**src/rtl/div_dispatch_scheduler.sv**
```systemverilog
// Front-end scheduler for the inverse-divider cluster pool: tags each accepted payload,
// issues it to one idle cluster (round-robin), bounds in-flight work by retire credits, and drains on request.
module div_dispatch_scheduler #(
    parameter int DIV_COUNT    = 16,
    parameter int TAG_SIZE     = 48,
    parameter int DATA_W       = 96,
    parameter int MAX_INFLIGHT = 32
) (
    input  logic                              clk,
    input  logic                              reset,
    input  logic                              req_valid,
    output logic                              req_ready,
    input  logic [DATA_W-1:0]                 req_data,
    input  logic [DIV_COUNT-1:0]              div_ready,
    output logic [DIV_COUNT-1:0]              div_start,
    output logic [DATA_W-1:0]                 div_data,
    output logic [TAG_SIZE-1:0]               div_tag,
    input  logic                              retire,
    input  logic                              drain_req,
    output logic                              drain_done,
    output logic [$clog2(MAX_INFLIGHT+1)-1:0] inflight,
    output logic                              retire_err
);

    localparam int CNT_W = $clog2(MAX_INFLIGHT + 1);
    localparam int PTR_W = (DIV_COUNT > 1) ? $clog2(DIV_COUNT) : 1;

    typedef enum logic [1:0] {S_RUN, S_DRAIN, S_DONE, S_HOLD} state_t;

    state_t               r_state;
    logic [PTR_W-1:0]     r_rr_ptr;
    logic [TAG_SIZE-1:0]  r_tag;
    logic [CNT_W-1:0]     r_inflight;
    logic [DIV_COUNT-1:0] r_div_start;
    logic [DATA_W-1:0]    r_div_data;
    logic [TAG_SIZE-1:0]  r_div_tag;
    logic                 r_drain_done;
    logic                 r_retire_err;

    logic [DIV_COUNT-1:0] w_avail;
    logic                 w_req_ready;
    logic                 w_accept;
    logic                 w_retire_ok;
    logic [CNT_W-1:0]     w_inflight_nxt;
    logic                 w_grant_found;
    logic [PTR_W-1:0]     w_grant_idx;
    logic [PTR_W-1:0]     w_scan_idx;
    int                   w_scan_pos;
    logic [PTR_W-1:0]     w_ptr_nxt;
    logic [DIV_COUNT-1:0] w_grant_onehot;

    // A cluster granted last cycle still shows ready, so the start register masks it.
    assign w_avail        = div_ready & ~r_div_start;
    assign w_req_ready    = ~reset & (r_state == S_RUN) &
                            (r_inflight < CNT_W'(MAX_INFLIGHT)) & (|w_avail);
    assign w_accept       = req_valid & w_req_ready;
    assign w_retire_ok    = retire & (r_inflight != '0);
    assign w_inflight_nxt = r_inflight + CNT_W'(w_accept) - CNT_W'(w_retire_ok);

    // NOTE: every always_comb output gets a default first so no path leaves it unassigned (no latch).
    always_comb begin
        w_grant_found = 1'b0;
        w_grant_idx   = '0;
        w_scan_pos    = 0;
        w_scan_idx    = '0;
        for (int i = 0; i < DIV_COUNT; i++) begin
            w_scan_pos = int'(r_rr_ptr) + i;
            if (w_scan_pos >= DIV_COUNT) w_scan_pos = w_scan_pos - DIV_COUNT;
            w_scan_idx = PTR_W'(w_scan_pos);
            if (!w_grant_found && w_avail[w_scan_idx]) begin
                w_grant_found = 1'b1;
                w_grant_idx   = w_scan_idx;
            end
        end
    end

    assign w_ptr_nxt      = (w_grant_idx == PTR_W'(DIV_COUNT - 1)) ? '0 : w_grant_idx + PTR_W'(1);
    assign w_grant_onehot = DIV_COUNT'(1) << w_grant_idx;

    // NOTE: state registers use non-blocking assignments so every flop samples pre-edge values.
    always_ff @(posedge clk) begin
        if (reset) begin
            r_state      <= S_RUN;
            r_rr_ptr     <= '0;
            r_tag        <= '0;
            r_inflight   <= '0;
            r_div_start  <= '0;
            r_div_data   <= '0;
            r_div_tag    <= '0;
            r_drain_done <= 1'b0;
            r_retire_err <= 1'b0;
        end else begin
            r_inflight   <= w_inflight_nxt;
            r_div_start  <= w_accept ? w_grant_onehot : '0;
            r_drain_done <= 1'b0;
            if (retire && r_inflight == '0) r_retire_err <= 1'b1;
            if (w_accept) begin
                r_div_data <= req_data;
                r_div_tag  <= r_tag;
                r_tag      <= r_tag + TAG_SIZE'(1);
                r_rr_ptr   <= w_ptr_nxt;
            end
            case (r_state)
                S_RUN:   if (drain_req) r_state <= S_DRAIN;
                S_DRAIN: if (w_inflight_nxt == '0) begin
                    r_state      <= S_DONE;
                    r_drain_done <= 1'b1;
                end
                S_DONE:  r_state <= drain_req ? S_HOLD : S_RUN;
                S_HOLD:  if (!drain_req) r_state <= S_RUN;
                default: r_state <= S_RUN;
            endcase
        end
    end

    assign req_ready  = w_req_ready;
    assign div_start  = r_div_start;
    assign div_data   = r_div_data;
    assign div_tag    = r_div_tag;
    assign drain_done = r_drain_done;
    assign inflight   = r_inflight;
    assign retire_err = r_retire_err;

endmodule

```
**config.mk**
```make
export PLATFORM = sky130hd
export DESIGN_NAME = div_dispatch_scheduler
export DESIGN_NICKNAME = d
export VERILOG_FILES = /design/src/rtl/div_dispatch_scheduler.sv
export SDC_FILE = /design/constraint.sdc
export NUM_CORES = 1
export LEC_CHECK = 0
export CORE_ASPECT_RATIO = 1.4
export CORE_MARGIN = 2
export CORE_UTILIZATION = 30
export DETAILED_ROUTE_END_ITERATION = 6
export REMOVE_ABC_BUFFERS = 1
export SKIP_LAST_GASP = 1
export SLEW_MARGIN = 5
export SYNTH_ARGS = -nofsm -noshare
export SYNTH_HDL_FRONTEND = slang
export SYNTH_SLANG_ARGS = --single-unit
```
**constraint.sdc**
```tcl
create_clock -name clk -period 5.7 [get_ports clk]
set_input_delay 0.855 -clock clk [delete_from_list [all_inputs] [get_ports clk]]
set_output_delay 0.855 -clock clk [all_outputs]
set_load 0.02 [all_outputs]
```
==> qor.csv <==
stage,metric,value,unit
status,run_status,"finished, violations left",
status,violations,DRC,
detailed_routing,top_layer,met4,
critical_path,critPathMaxFanout,23,
die,ios,286,
cells_and_area,final_cells,2124,
yosys,syn-cell-area,0.01120,sq mm
global_route,grt_pass1_vias,10440,
clock_tree,ctsResizeCount,0,
detailed_routing,drt_wl_total,37.97,mm
global_route,gr-usage-all-layers,18.75,%
global_route,grt_first_pass_wirelength,58.53,mm
yosys,postSynthCellCount,1389,
sta,min_period_over_period,90.50,%
detailed_routing,drt_iter0_drc,703,
clock_tree,cts_tree,built,
placement,gp_congestion,1.008,
clock_tree,cts_root_buf,clkbuf_16,
sta,holdWs,0.4518,ns
yosys,synth_cell_type_count,86,
power,max-vdd-ir-drop,0.0002004,V
clock_tree,htreeDepth,1,
sta,setup_violations,0,
sta,period_minus_slack,5.158,ns
global_route,grt_max_degree,96,
clock_tree,cts_setup_buffers,0,
detailed_routing,viasPerCell,5.196,
detailed_routing,wl_met1,14.31,mm
sta,fin_tns_setup,0,ns
detailed_routing,wl_per_cell,17.88,microns
placement,io_buffer_count,285,
global_route,overflow,0,
cells_and_area,fin_area,0.01521,sq mm
sta,skew,0.02524,ns
sta,relSlewSlack,16.51,%
yosys,synth_edf_count,0,
critical_path,cp-end-kind,register,
clock_tree,cts_inserted_buffers,23,
global_route,grt_antenna_before_repair,0,
detailed_routing,dr.pass1.iters,7,
clock_tree,max-clock-path-buffers,3,
yosys,yosysWarnings,0,
sta,tightest_slew,1.243,ns
critical_path,start_kind,register,
die,core,0.03676,sq mm
yosys,synthTopCellsByArea,"dfxtp_1 40%, nand2_1 12%, a21oi_1 7.8%",
sta,rsz0062_at_grt,no,
cells_and_area,num-fill-cells,3724,
sta,drv_slew,0,
placement,placedCellCount,2084,
clock_tree,clk_pin_slew_worst_paths,0.06,ns
yosys,syn_area_per_cell,8.062,sq um
detailed_routing,vias,11040,
die,dieHeight,232.6,microns
yosys,yosysSeqAreaShare,39.69,%
clock_tree,clk_latency,0.53,ns
yosys,yosys.area.top_type,dfxtp_1,
sta,fmax,193.9,MHz
power,power_leakage,5.303,nW
placement,dpl_cell_area,0.01448,sq mm
detailed_routing,remaining_drc_errors,14,
sta,hold_violations,0,
power,powerDensity,439.2,mW/mm^2
clock_tree,cts_sinks,222,
die,rows,83,
cells_and_area,drive_above_1_share,6.461,%
cells_and_area,nets,1782,
worst_hold_path,hold_path_class,register to register,
die,die_area,0.03891,sq mm
die,chipWidth,167.3,microns
cells_and_area,areaGrowthSynthToFinish,35.85,%
die,initial_utilization,30.46,%
detailed_routing,detail-route-antenna-nets,0,
detailed_routing,wl_met3,2.292,mm
placement,post-dp-hpwl,28.02,mm
clock_tree,cts_hold_buf,0,
detailed_routing,met2WireLength,19.54,mm
yosys,async_flop_share,0,%
yosys,ys_ff_latch,222,
critical_path,cp.required,6.08,ns
yosys,yosysTopAreaCellShare,39.69,%
critical_path,criticalPathCategory,register to register,
critical_path,reg2reg_slack,0.54,ns
critical_path,cp_data_arrival_time,5.54,ns
yosys,ys.flop_type,dfxtp_1,
flow_run,cap_violations,0,
cells_and_area,final_util,41.38,%
placed cells by master, fill, tap and decap left out, types with 13 or more instances in the layout:
cell type | netlist | layout
nor4_1 | 19 | 19
inv_1 | 25 | 25
o21ai_0 | 24 | 24
dfxtp_1 | 222 | 221
and3_1 | 18 | 18
and2_1 | 19 | 18
nand3_1 | 24 | 24
nand2_1 | 345 | 345
mux2i_1 | 13 | 13
or3_1 | 13 | 13
mux4_2 | 19 | 19
or4_1 | 14 | 14
buf_4 | 2 | 27
xnor2_1 | 20 | 20
nand4_1 | 19 | 19
clkbuf_16 | 0 | 23
ha_1 | 22 | 22
a21oi_1 | 175 | 175
nor2b_1 | 15 | 15
nand2b_1 | 24 | 24
nor2_1 | 80 | 80
xor2_1 | 35 | 35
clkdlybuf4s50_1 | 0 | 284
metal layers:
layer | up-vias | global-route usage (%)
met1 | 5217 | 21.05
met3 | 102 | 3.589
li1 | 5351 | -
met5 | - | 0
met4 | 0 | 9.457
met2 | 366 | 33.82
state kept, by name (all words and copies together), names as in the netlist:
name	count
r_tag	48
div_data	96
div_start	16
inflight	6
drain_done	1
div_tag	48
retire_err	1
r_state	2
r_rr_ptr	4
critical path, cell delays in order, from the launching register on:
cell and delay (ns):
dfxtp_2 0.32, buf_4 0.21, ha_1 0.35, xnor2_1 1.01
nor4_1 0.23, o41ai_1 0.53, o21ai_1 0.14, buf_4 0.19
and4b_1 0.31, and2_1 0.23, a222oi_1 0.41, o22a_1 0.26
inv_1 0.08, ha_1 0.22, ha_1 0.30, o311ai_0 0.09
a21oi_1 0.10
synth_stat cells, types with 6 or more instances:
| cell type | instances |
|---|---|
| clkbuf_1 | 59 |
| nor4b_1 | 6 |
| xnor2_1 | 20 |
| nor2_1 | 80 |
| and4b_1 | 7 |
| o221ai_1 | 9 |
| and2_1 | 19 |
| nand2b_1 | 24 |
| a21oi_1 | 175 |
| and3_1 | 18 |
| dfxtp_1 | 222 |
| nor4_1 | 19 |
| inv_1 | 25 |
| buf_2 | 9 |
| mux4_2 | 19 |
| nand2_1 | 345 |
| mux2i_1 | 13 |
| or3_1 | 13 |
| o22ai_1 | 9 |
| nand3_1 | 24 |
| nor3_1 | 12 |
| o21ai_0 | 24 |
| or4_1 | 14 |
| ha_1 | 22 |
| buf_1 | 10 |
| nor4bb_1 | 11 |
| nor2b_1 | 15 |
| nor3b_1 | 6 |
| a2bb2oi_1 | 6 |
| xor2_1 | 35 |
| nand4_1 | 19 |
power by group:
part / switching (W) / internal, W / leakage, nW
clock network: 0.000621 / 0.000851 / 0.359
registers: 0.0000733 / 0.00165 / 1.80
logic: 0.00213 / 0.00137 / 3.15
worst paths after layout:
kind / start / to / cells after the start
worst min-delay path: div_data[5] / div_data[5] / 2
worst max register to register: r_rr_ptr[0] / r_rr_ptr[2] / 16
worst min register to register: div_data[5] / div_data[5] / 2
worst max-delay path: r_rr_ptr[0] / r_rr_ptr[2] / 16
metrics by stage:
stage / setup slack [ns] / total power [W]
after floorplan: -2.606 / 0.003948
after global placement: 0.7995 / 0.005154
after detailed placement: 0.8076 / 0.005168
after CTS: 0.7817 / 0.006681
after global routing: 0.4428 / 0.007085
final: 0.5415 / 0.006682
cell families (layout without fill, tap and decap cells):
| logic type | count (synthesis) | in the layout | share of synthesized area [%] |
|---|---|---|---|
| simple gates | 661 | 661 | 28.60 |
| xor+xnor | 56 | 56 | 4.447 |
| flops | 222 | 222 | 39.69 |
| fa+ha+maj | 23 | 23 | 2.637 |
| buf+inv | 110 | 377 | 4.123 |
| mux | 37 | 37 | 5.519 |
| other cells | 0 | 1 | 0 |
| compound gates | 280 | 280 | 14.98 |
layout make-up:
type                       count  area, sq um  area share (%)
multi-input combinational   1057         6295           41.38
sequential                   222         4446           29.22
timing repair buffer         312         3057           20.09
clock buffer                  32        659.4           4.334
tap                          467        584.3           3.841
inverter                      26        100.1          0.6580
clock inverter                 7        70.07          0.4606
antenna                        1        2.502         0.01645
No activity file was read; power rests on OpenSTA's default activity.
